**config.mk**
```make
export PLATFORM = sky130hd
export DESIGN_NAME = pipe_hazard_ctrl
export DESIGN_NICKNAME = d
export VERILOG_FILES = /design/src/rtl/pipe_hazard_ctrl.sv
export SDC_FILE = /design/constraint.sdc
export NUM_CORES = 1
export LEC_CHECK = 0
export ABC_AREA = 1
export BUFFER_PORTS_ARGS = -buffer_cell sky130_fd_sc_hd__buf_2
export CAP_MARGIN = 20
export CELL_PAD_IN_SITES_DETAIL_PLACEMENT = 1
export CELL_PAD_IN_SITES_GLOBAL_PLACEMENT = 1
export CORE_AREA = 2 2 64 66
export DETAILED_ROUTE_END_ITERATION = 10
export DIE_AREA = 0 0 66 68
export PLACE_DENSITY_LB_ADDON = 0.08
export SLEW_MARGIN = 40
export SYNTH_ARGS = -nofsm -noshare
export SYNTH_HDL_FRONTEND = slang
export SYNTH_SLANG_ARGS = --single-unit
```
**constraint.sdc**
```tcl
create_clock -name clk -period 3.65 [get_ports clk]
set_input_delay 0.365 -clock clk [delete_from_list [all_inputs] [get_ports clk]]
set_output_delay 0.365 -clock clk [all_outputs]
set_load 0.05 [all_outputs]
```
**src/rtl/pipe_hazard_ctrl.sv**
```systemverilog
`default_nettype none
// ============================================================================
// pipe_hazard_ctrl : stall/flush sequencer for the 5-stage pipeline
//   (load-use stall, data-memory freeze, branch squash, stall counter)
// Revision: 1.0
// ============================================================================
module pipe_hazard_ctrl #(
  parameter int REG_W        = 5,
  parameter int FLUSH_CYCLES = 1,
  parameter int CNT_W        = 16
) (
  input  logic             clk,
  input  logic             rst,
  input  logic [REG_W-1:0] id_rs,
  input  logic [REG_W-1:0] id_rt,
  input  logic             id_use_rs,
  input  logic             id_use_rt,
  input  logic             ex_memread,
  input  logic [REG_W-1:0] ex_rd,
  input  logic             br_taken,
  input  logic             dmem_busy,
  output logic             pc_write,
  output logic             ifid_write,
  output logic             ifid_flush,
  output logic             idex_bubble,
  output logic             pipe_hold,
  output logic [1:0]       state,
  output logic [CNT_W-1:0] stall_cnt
);

  typedef enum logic [1:0] {
    ST_RUN     = 2'd0,
    ST_LDSTALL = 2'd1,
    ST_FLUSH   = 2'd2,
    ST_MEMWAIT = 2'd3
  } state_t;

  localparam int               FC_W       = $clog2(FLUSH_CYCLES + 1);
  localparam logic [FC_W-1:0]  FLUSH_LOAD = FC_W'(FLUSH_CYCLES);
  localparam logic [CNT_W-1:0] CNT_MAX    = '1;

  state_t           state_q, state_d;
  logic [FC_W-1:0]  flush_cnt_q, flush_cnt_d;
  logic             ifid_flush_q, ifid_flush_d;
  logic [CNT_W-1:0] stall_cnt_q, stall_cnt_d;

  logic             hazard;
  logic [FC_W-1:0]  flush_dec;

  assign hazard = ex_memread && (ex_rd != '0) &&
                  ((id_use_rs && (id_rs == ex_rd)) ||
                   (id_use_rt && (id_rt == ex_rd)));

  assign flush_dec = (flush_cnt_q != '0) ? (flush_cnt_q - FC_W'(1)) : '0;

  always_comb begin
    pc_write     = 1'b1;
    ifid_write   = 1'b1;
    idex_bubble  = 1'b0;
    pipe_hold    = 1'b0;
    state_d      = ST_RUN;
    flush_cnt_d  = flush_cnt_q;
    ifid_flush_d = ifid_flush_q;

    if (rst) begin
      pc_write    = 1'b0;
      ifid_write  = 1'b0;
      idex_bubble = 1'b1;
    end else if (dmem_busy) begin
      // Whole pipe frozen: flush progress is paused, not counted.
      pc_write   = 1'b0;
      ifid_write = 1'b0;
      pipe_hold  = 1'b1;
      state_d    = ST_MEMWAIT;
    end else if (br_taken) begin
      idex_bubble  = 1'b1;
      state_d      = ST_FLUSH;
      flush_cnt_d  = FLUSH_LOAD;
      ifid_flush_d = 1'b1;
    end else begin
      flush_cnt_d  = flush_dec;
      ifid_flush_d = (flush_dec != '0);
      if (hazard && (state_q != ST_LDSTALL)) begin
        pc_write    = 1'b0;
        ifid_write  = 1'b0;
        idex_bubble = 1'b1;
        state_d     = ST_LDSTALL;
      end else begin
        state_d = (flush_dec != '0) ? ST_FLUSH : ST_RUN;
      end
    end

    stall_cnt_d = stall_cnt_q;
    if (!pc_write && (stall_cnt_q != CNT_MAX)) begin
      stall_cnt_d = stall_cnt_q + CNT_W'(1);
    end
  end

  always_ff @(posedge clk or posedge rst) begin
    if (rst) begin
      state_q      <= ST_RUN;
      flush_cnt_q  <= '0;
      ifid_flush_q <= 1'b0;
      stall_cnt_q  <= '0;
    end else begin
      state_q      <= state_d;
      flush_cnt_q  <= flush_cnt_d;
      ifid_flush_q <= ifid_flush_d;
      stall_cnt_q  <= stall_cnt_d;
    end
  end

  assign ifid_flush = ifid_flush_q;
  assign state      = state_q;
  assign stall_cnt  = stall_cnt_q;

endmodule
`default_nettype wire

```
**Word-level counts from Yosys, hierarchy flattened**

Index checks and enable logic that the tools add are counted.

- Add/sub/neg operators: 2
- Equal/unequal tests: 4
- Muxes and demuxes: 17
- Bitwise logic cells: 2
- Reductions and logical operators: 10

Operators by type and width:

| cell | count |
|---|---|
| adder 16 x 1 -> 16 bit (second input constant) | 1 |
| != test 16 bit (second input constant) | 1 |
| two-way mux 1 bit | 12 |
| equality test 5 bit | 2 |
| two-way mux 2 bit | 5 |
| logical AND 1 bit | 6 |
| nonzero test 5 bit | 1 |
| != test 2 x 1 -> 1 bit (second input constant) | 1 |
| NOT 1 bit | 2 |
| AND reduction 2 bit | 1 |
| zero test 1 bit | 1 |
| logical OR 1 bit | 1 |
| subtractor 1 bit (second input constant) | 1 |

- Register bits: 19
- Output and inout port bits: 23
- Word-level logic and storage cells: 38

**Depth between registers and ports, before layout**

Gate-level depths: netlist (run 1).

- Depth in word-level cells: 11
- Gate-level depth with buffers: 12
- Gate-level depth less buffers: 11

**Least setup slack after synthesis (run 1)**

Ideal clock, no wire load.

- Path type: reg-to-output
- From: register state_q[1] (netlist: state[1])
- To: output port idex_bubble
- Arrival time: 2.026 ns
- Required time: 3.285 ns
- Slack: 1.259 ns
- Cell stages (with the launch flop): 7
- Path buffers: 0
- Path through: dfrtp_1 inv_1 nand2_1 nand3_1 inv_1 a21oi_1 o21ai_0

- Word-level cells in the longest chain between the ends: 6

Ends and longest elaborated chain:

| item | line | text |
|---|---|---|
| start, declared | 42 | `state_t state_q, state_d;` |
| start signal, assigned | 106 | `state_q <= state_d;` |
| != test 2 x 1 -> 1 bit | 83 | `if (hazard && (state_q != ST_LDSTALL)) begin` |
| logical AND 1 bit | 83 |  |
| two-way mux 1 bit | 83 |  |
| two-way mux 1 bit | 75 | `end else if (br_taken) begin` |
| two-way mux 1 bit | 69 | `end else if (dmem_busy) begin` |
| two-way mux 1 bit | 65 | `if (rst) begin` |
| end, declared | 25 | `output logic idex_bubble,` |

No other way between the ends.

**Worst setup path after layout (run 1)**

- From: input port ex_rd[4]
- To: output port ifid_write

- Word-level cells in the longest chain between the ends: 9

Ends and longest elaborated chain:

| item | line | text |
|---|---|---|
| start, declared | 19 | `input logic [REG_W-1:0] ex_rd,` |
| equality test 5 bit (on tied branches) | 51, 52 |  |
| logical AND 1 bit (on tied branches) | 51, 52 |  |
| logical OR 1 bit | 51 | `((id_use_rs && (id_rs == ex_rd)) \|\|` |
| logical AND 1 bit (*) | 50 | `assign hazard = ex_memread && (ex_rd != '0) &&` |
| logical AND 1 bit (*) | 83 |  |
| two-way mux 1 bit (*) | 83 |  |
| two-way mux 1 bit (*) | 75 |  |
| two-way mux 1 bit (*) | 69 |  |
| two-way mux 1 bit (*) | 65 |  |
| end, declared | 23 | `output logic ifid_write,` |

Mark *: on every way between the ends. The rest lies on a longest branch, timed or not.

==> results of run 1 <==
power breakdown:
group	internal (mW)	switching [mW]
sequential	0.241	0.0409
clock	0.0762	0.0775
combinational	0.0807	0.209
routing by layer:
layer | global-route usage (%) | routed length (um) | vias to the layer above
met5 | 0 | 0 | -
met4 | 3.83 | 34 | 0
met3 | 4.77 | 203 | 5
met2 | 28.2 | 1520 | 29
met1 | 27.6 | 1850 | 649
li1 | - | - | 713
cell families after synthesis:
logic type               synth area share (%)
multiplexers                            0.824
adder cells (fa/ha/maj)                 0.916
buffers and inverters                    11.8
AO/OA/AOI/OAI                            1.83
AND/OR/NAND/NOR                          43.4
XOR/XNOR                                 6.41
flip-flops                               34.8
through the flow:
step / instances / setup slack [ns] / util (%)
finish: 299 / 1.67 / 43.3
global route: 299 / 1.46 / 43.3
CTS: 299 / 1.62 / 43.3
detailed placement: 295 / 1.62 / 42.1
global placement: 295 / 1.64 / 42.1
floorplan: 205 / 1.26 / -
cell usage after synthesis:
| master | count |
|---|---|
| nand2_1 | 77 |
| dfrtp_1 | 19 |
| nor3_1 | 4 |
| nor2_4 | 1 |
| xor2_1 | 7 |
| o21ai_0 | 1 |
| clkinv_1 | 1 |
| buf_2 | 3 |
| inv_2 | 6 |
| nand2_2 | 2 |
| mux2_2 | 1 |
| a21oi_1 | 4 |
| nand3_1 | 25 |
| buf_4 | 1 |
| nor3_2 | 1 |
| nor2_2 | 1 |
| nor3_4 | 1 |
| ha_1 | 1 |
| nand4_4 | 1 |
| nand3_2 | 2 |
| buf_6 | 1 |
| inv_1 | 27 |
| xnor2_1 | 3 |
| nand4_1 | 2 |
| nor2_1 | 13 |
final timing paths:
check,start,to,slack [ns],depth (start not counted)
hold / removal,rst,state[1],0.14,2
min in group clk,rst,state[0],0.33,2
max in group asynchronous,rst,stall_cnt[12],3.21,2
hold reg to reg,ifid_flush,ifid_flush,0.52,1
setup / recovery,ex_rd[4],ifid_write,1.67,12
setup reg to reg,stall_cnt[0],stall_cnt[15],1.73,7
cell type report:
class	instances	area share [%]
clock buffers	3	2.47
clock inverters	1	0.300
inverters	34	7.65
multi-input cells	147	43.7
flip-flops and latches	19	28.5
well taps	50	3.75
repair buffers	45	13.6
sequential cells by signal, summed over array words and instances (netlist names):
| name | flops |
|---|---|
| ifid_flush | 1 |
| state | 2 |
| stall_cnt | 16 |
critical path, stage by stage:
cell     delay, ns
buf_2         0.11
inv_2         0.05
nand2_1       0.05
nand2_1       0.05
nor2_1        0.13
nand3_1       0.08
nand2_1       0.08
nand3_1       0.09
nand2_1       0.07
buf_4         0.24
inv_1         0.08
buf_2         0.21
==> metrics.md, run 1 <==
| Metric | Value |
|---|---|
| Layout cell share with drive strength beyond 1 | 26.5% |
| Initial core utilization | 35.4% |
| Critical Path Sink Type | primary output |
| First-pass GRT wire length | 6490 um |
| Cell taking the most area after synthesis | dfrtp_1 |
| Worst EP arrival | 1.62 ns |
| Core area | 3860 um^2 |
| Postcts setup bufs | 0 |
| Skew-Pair Late Insertion Delay | 0.26 ns |
| Critical path type | in2out |
| Max Cap Viol | 0 |
| Fmax | 0.504 GHz |
| Top post-synthesis cells by area | dfrtp_1, nand2_1, nand3_1 |
| FF/Latch Area | 475 um^2 |
| Number of global-route vias before repair | 1325 |
| Root Driver | clkbuf_8 |
| Startpoint Class | input pin |
| Sequential fraction of the synthesis area | 34.8% |
| Post-cts sizing count | 0 |
| Routed wire length | 3610 um |
| Netlist Area Pre-Place | 1370 um^2 |
| Post-Syn Instances | 205 |
| Post-synthesis net count | 228 |
| Final hold violations | 0 |
| 1st-pass router iterations | 4 |
| Post-DR wirelength/cell | 12.1 um |
| Sink Count | 19 |
| Final setup fails | 0 |
| Final-report max-slew violation count | 0 |
| Post-route ant nets | 0 |
| WP data required | 3.28 ns |
| Largest net degree at the start of global routing | 22 |
| Syn_area_per_cell | 6.66 um^2 |
| Sum Neg Setup Slack | 0 ns |
| Grt ovf | 0 |
| Die Span Y | 68 um |
| Unique masters post-synth | 25 |
| Input/output buffers | 44 |
| Initial antenna violation count | 0 |
| Remaining DRCs | 0 |
| Minimum clock period | 1.98 ns |
| Tcrit/Tclk final | 54.3% |
| Final Power | 0.725 mW |
| TritonCTS clock tree | built |
| Final instance area | 1670 um^2 |
| Static Leak | 1.00 nW |
| Max H-tree Level | 1 |
| Clock Skew | 0.00243 ns |
| Gr usage total | 18.8% |
| Die width | 66 um |
| P&R area growth vs syn | 22.2% |
| Post-synthesis register bit count | 19 |
| # diodes | 0 |
| Vias per cell | 4.67 |
| Slew @ Worst Pin | 0.436 ns |
| DP HPWL | 2830 um |
| Hold_ws | 0.138 ns |
| Hold-fix buffers, CTS | 0 |
| Final net count | 273 |
| First DRT Iteration DRCs | 64 |
| Post-synth top area share | 34.8% |
| Ports | 45 |
| Most common cell after layout, fill and taps aside | nand2_1 |
| PwrDens | 435 nW/um^2 |
| CTS buffer count | 3 |
| Fillers | 545 |
| Critical path peak fanout | 21 |
| Multi-input logic area | 729 um^2 |
| Status | finished, final reports clean |
| Worst Hold Class | in2async |
| Worst slew margin | 70.9% |
| Placed Area | 1620 um^2 |
| Synth Warn # | 0 |
| Full die area | 4490 um^2 |
| Total number of vias | 1396 |
| Routability cong. | 0.771 |
| Most frequent cells in the layout | nand2_1, buf_2, inv_1 |
| RSZ-0062 raised after global routing | false |
| Peak supply drop | 0.000164 V |
| # rows | 23 |
| CTS Buffer Depth | 2 |
| Clock-pin slew on the worst setup and hold paths | 0.08 ns |
Power figures use the tool's default switching activity.
==> run 2: changes to the inputs <==
- CORE_AREA: 2 2 64 66 -> 2 2 67 69
- DIE_AREA: 0 0 66 68 -> 0 0 69 71
- clock period: 3.65 -> 1.9 ns (I/O delays scaled with it)
==> run 2 against run 1 <==
Global-route usage is 2.0 points lower; hold slack lost 0.12 ns; design area rose by 2.6%; core utilization shrank 2.5 points; flip-flop and latch count is the same; clock-buffer cell count unchanged; clock skew rose by 0.0059 ns; die area is 9.2% higher; final cell count grew 2.0%; largest cell class unchanged.
==> metrics.md, run 2 (synthesis gave the netlist of run 1 again) <==
| Metric | Value |
|---|---|
| CTS buffer count | 3 |
| First DRT Iteration DRCs | 30 |
| Final-report max-slew violation count | 0 |
| FF-to-FF Start | stall_cnt[0] |
| # diodes | 0 |
| Largest net degree at the start of global routing | 20 |
| Vias per cell | 4.54 |
| Post-cts sizing count | 0 |
| Postcts setup bufs | 0 |
| Clock Skew | 0.00836 ns |
| Cells after DPL | 301 |
| Initial core utilization | 32.5% |
| Final hold violations | 0 |
| P&R area growth vs syn | 25.4% |
| Routed wire length | 3780 um |
| Hold_ws | 0.0213 ns |
| Final setup fails | 0 |
| Critical Path Sink Type | flip-flop |
| Sink Count | 19 |
| Fillers | 584 |
| Post-DR wirelength/cell | 12.4 um |
| Status | finished, final reports clean |
| Clock-pin slew on the worst setup and hold paths | 0.08 ns |
| First-pass GRT wire length | 6760 um |
| Max Cap Viol | 0 |
| DP HPWL | 3030 um |
| Skew-Pair Late Insertion Delay | 0.26 ns |
| Remaining DRCs | 0 |
| Layout cell share with drive strength beyond 1 | 29.6% |
| Layout Cells excl Fill | 305 |
| Full die area | 4900 um^2 |
| Worst slew margin | 79.0% |
| Core area | 4200 um^2 |
| Final net count | 277 |
| Root Driver | clkbuf_8 |
| Peak supply drop | 0.000617 V |
| Slew @ Worst Pin | 0.314 ns |
| Final core occ | 40.7% |
| Cell breakdown of the critical path | ha_1 -> nand3_2 -> nor3_4 -> nand4_4 -> nand2_2 -> nand2_1 -> nand2_1 |
| Most common cell after layout, fill and taps aside | nand2_1 |
| Most common cell on crit path | nand2_1 |
| Max H-tree Level | 1 |
| RSZ-0062 raised after global routing | false |
| Most frequent cells in the layout | nand2_1, buf_2, inv_1 |
| Hold-fix buffers, CTS | 0 |
| PwrDens | 820 nW/um^2 |
| Minimum clock period | 1.67 ns |
| Crit path launch | stall_cnt[0] |
| Die Span Y | 71 um |
| Post-route ant nets | 0 |
| Die width | 69 um |
| CTS Buffer Depth | 2 |
| TritonCTS clock tree | built |
| Initial antenna violation count | 0 |
| Fmax | 0.600 GHz |
| Critical Path Max Stage Delay | 0.40 ns |
| Grt ovf | 0 |
| # rows | 24 |
| Critical path peak fanout | 13 |
| Sum Neg Setup Slack | 0 ns |
| Total number of vias | 1385 |
| Startpoint Class | flip-flop |
| Ports | 45 |
| CP max stage cell | dfrtp_2 |
| Worst Hold Class | in2async |
| Tcrit/Tclk final | 87.7% |
| Static Leak | 1.01 nW |
| R2r worst-path depth | 7 |
| Number of global-route vias before repair | 1409 |
| Critical path type | reg2reg |
| WP data required | 2.09 ns |
| Largest register FFs | 16 |
| Gr usage total | 16.8% |
| Worst EP arrival | 1.86 ns |
| Final Power | 1.40 mW |
| 1st-pass router iterations | 4 |
| Input/output buffers | 44 |
| Routability cong. | 0.725 |
[run 2: cell count changes in the layout (fill, tap and decap cells not counted), sizes merged]
cell      change
buf           +4
inv           -1
clkinvlp      +1
[run 2: layer usage]
layer | wire length (um) | up-vias | part of all wire (%) | track usage (%)
met2 | 1670 | 29 | 44 | 26.7
met4 | 19 | 0 | 0.50 | 3.27
li1 | - | 721 | - | -
met5 | 0 | - | 0 | 0
met3 | 156 | 2 | 4.1 | 2.42
met1 | 1930 | 633 | 51 | 24.5
[run 2: path summary, 6_finish.rpt]
| path | to | slack (ns) |
|---|---|---|
| max | stall_cnt[2] | 0.23 |
| min | ifid_flush | 0.02 |
| max reg2reg | stall_cnt[2] | 0.23 |
| min reg2reg | ifid_flush | 0.52 |
| max in group asynchronous | stall_cnt[0] | 1.64 |
| min in group clk | state[1] | 0.15 |
[run 2: critical path: cells and delay by family (launching register included)]
family,cells,cell delay [ns]
flops,1,0.40
fa+ha+maj,1,0.20
simple gates,6,0.99
[run 2: through the flow]
stage               instance area (um^2)  setup WS, ns
detailed placement                  1660         0.205
global placement                    1660         0.170
finish                              1710         0.235
floorplan                           1380        0.0262
CTS                                 1710         0.120
global route                        1710        0.0547
[run 2: power breakdown]
| part | internal [mW] | total, mW | switching, mW |
|---|---|---|---|
| clock | 0.146 | 0.288 | 0.142 |
| combinational | 0.158 | 0.566 | 0.408 |
| sequential | 0.467 | 0.551 | 0.0837 |
| total | 0.771 | 1.40 | 0.633 |
[run 2: cell type report]
| type | count | area [um^2] | share of cell area [%] |
|---|---|---|---|
| Clock buffer | 3 | 41.3 | 2.41 |
| Sequential cell | 19 | 480 | 28.0 |
| Clock inverter | 1 | 5.00 | 0.292 |
| Multi-Input combinational cell | 147 | 732 | 42.7 |
| Tap cell | 52 | 65.1 | 3.80 |
| Inverter | 34 | 131 | 7.67 |
| Timing Repair Buffer | 49 | 258 | 15.0 |
==> run 3: changes to the inputs <==
- REMOVE_ABC_BUFFERS: default -> 1
==> run 3 against run 2 <==
Clock skew is 0.0054 ns lower; core utilization is 0.77 points higher; total power is 0.72% lower; global-route usage is 1.6 points lower; fmax is 5.5% lower; die area stayed put; via count is 2.2% higher; clock power hardly changed; flip-flop and latch count stayed put; clock-buffer cell count stayed put; setup slack worse by 0.096 ns; register-to-register slack worse by 0.096 ns; critical endpoint is now stall_cnt[14]; highest routed layer unchanged.
==> metrics.md, run 3 (synthesis gave the netlist of run 1 again) <==
| Metric | Value |
|---|---|
| Grt ovf | 0 |
| Most frequent cells in the layout | nand2_1, buf_2, inv_1 |
| Setup ws final | 0.139 ns |
| Final core occ | 41.5% |
| Static Leak | 1.04 nW |
| Fmax | 0.568 GHz |
| Number of global-route vias before repair | 1426 |
| Sum Neg Setup Slack | 0 ns |
| Routed wire length | 3710 um |
| Critical Path Sink Type | flip-flop |
| Int Pwr | 0.768 mW |
| Grt peak-use layer | met2 |
| Worst Hold Class | in2async |
| PwrDens | 799 nW/um^2 |
| Layout cell share with drive strength beyond 1 | 29.6% |
| Final net count | 281 |
| Die width | 69 um |
| Largest register FFs | 16 |
| Cells after DPL | 299 |
| # rows | 24 |
| Critical Path Max Stage Delay | 0.41 ns |
| Final-report max-slew violation count | 0 |
| Ports | 45 |
| CP top delay family | simple AND/OR/NAND/NOR gates |
| Gr usage total | 15.2% |
| Placed Area | 1640 um^2 |
| Startpoint Class | flip-flop |
| Initial antenna violation count | 0 |
| Sink Count | 19 |
| Post-route ant nets | 0 |
| Skew-Pair Late Insertion Delay | 0.26 ns |
| DP HPWL | 2820 um |
| Clock Skew | 0.00296 ns |
| Layout Cells excl Fill | 309 |
| Post-DR wirelength/cell | 12.0 um |
| Die Span Y | 71 um |
| Status | finished, final reports clean |
| CTS Buffer Depth | 2 |
| First DRT Iteration DRCs | 10 |
| Minimum clock period | 1.76 ns |
| TritonCTS clock tree | built |
| Worst slew margin | 73.1% |
| Vias per cell | 4.58 |
| First-pass GRT wire length | 6120 um |
| Critical path type | reg2reg |
| Tcrit/Tclk final | 92.7% |
| 1st-pass router iterations | 3 |
| Routability cong. | 0.777 |
| Final Power | 1.39 mW |
| Critical path peak fanout | 4 |
| DP Worst Slack | 0.0862 ns |
| Full die area | 4900 um^2 |
| Max H-tree Level | 1 |
| Peak supply drop | 0.000507 V |
| Most common cell after layout, fill and taps aside | nand2_1 |
| Remaining DRCs | 0 |
| Clock-pin slew on the worst setup and hold paths | 0.07 ns |
| Largest net degree at the start of global routing | 20 |
| Worst path bufs/invs | 2 |
| Grt met1 use | 18.3% |
| Met3 usage | 2.85% |
| CTS buffer count | 3 |
| Final setup fails | 0 |
| Final instance area | 1750 um^2 |
| P&R area growth vs syn | 27.7% |
| Clock power share | 20.7% |
| Cell breakdown of the critical path | ha_1 -> nand3_2 -> nor3_4 -> buf_4 -> buf_4 -> nand3_1 -> xnor2_1 -> nand3_1 -> nand2_1 |
| Hold_ws | 0.00416 ns |
| Sequential share of power | 39.1% |
| Core area | 4200 um^2 |
| CP max stage cell | dfrtp_1 |
| Total number of vias | 1416 |
| Input/output buffers | 44 |
| Met2 Use GR | 27.0% |
| Worst EP arrival | 1.92 ns |
| Max Cap Viol | 0 |
| # diodes | 0 |
| Root Driver | clkbuf_8 |
| WP data required | 2.06 ns |
| Final hold violations | 0 |
| Combinational power share | 40.2% |
| Initial core utilization | 32.5% |
| Switch Pwr | 0.626 mW |
| Slew @ Worst Pin | 0.403 ns |
| Switch share | 44.9% |
## run 3: cell types whose count changed in the layout (fill, tap and decap cells not counted), sizes merged
cell	change
clkinvlp	-1
buf	+4
inv	+1
## run 3: path summary, 6_finish.rpt
check                             startpoint       endpoint  depth (start not counted)  slack (ns)
worst max-delay path            stall_cnt[1]  stall_cnt[14]                          9        0.14
worst min-delay path                     rst       state[1]                          3       0.004
worst max register to register  stall_cnt[1]  stall_cnt[14]                          9        0.14
worst min register to register    ifid_flush     ifid_flush                          1        0.51
max in group asynchronous                rst   stall_cnt[0]                          3        1.67
min in group clk                         rst       state[1]                          2        0.14
## run 3: what timing repair did
| item | in CTS | in global routing |
|---|---|---|
| resized for setup | 0 | 4 |
| hold buffers | 0 | 0 |
| endpoints found under the setup margin | 0 | 17 |
| setup buffers | 0 | 6 |
## run 3: tightest hold or removal path: cells and delay by family
| kind | cells | cell delay [ns] |
|---|---|---|
| buffers and inverters | 3 | 0.46 |
## run 3: metal layers
layer	share of wire, %	up-vias
met1	46	649
li1	-	733
met4	1.3	0
met5	0	-
met3	4.4	5
met2	48	29
## run 3: power by group through the flow
stage	Combinational, mW	Clock [mW]	Sequential (mW)
after floorplan	0.218	0	0.747
after global placement	0.565	0	0.554
after detailed placement	0.567	0	0.552
after CTS	0.568	0.298	0.545
after global routing	0.610	0.312	0.558
final	0.561	0.288	0.545
## run 3: cell type report
type                       instances  area [um^2]
timing repair buffer              53          288
multi-input combinational        147          742
clock buffer                       3         41.3
clock inverter                     1         5.00
tap                               52         65.1
fill                             589         2460
sequential                        19          477
inverter                          34          128
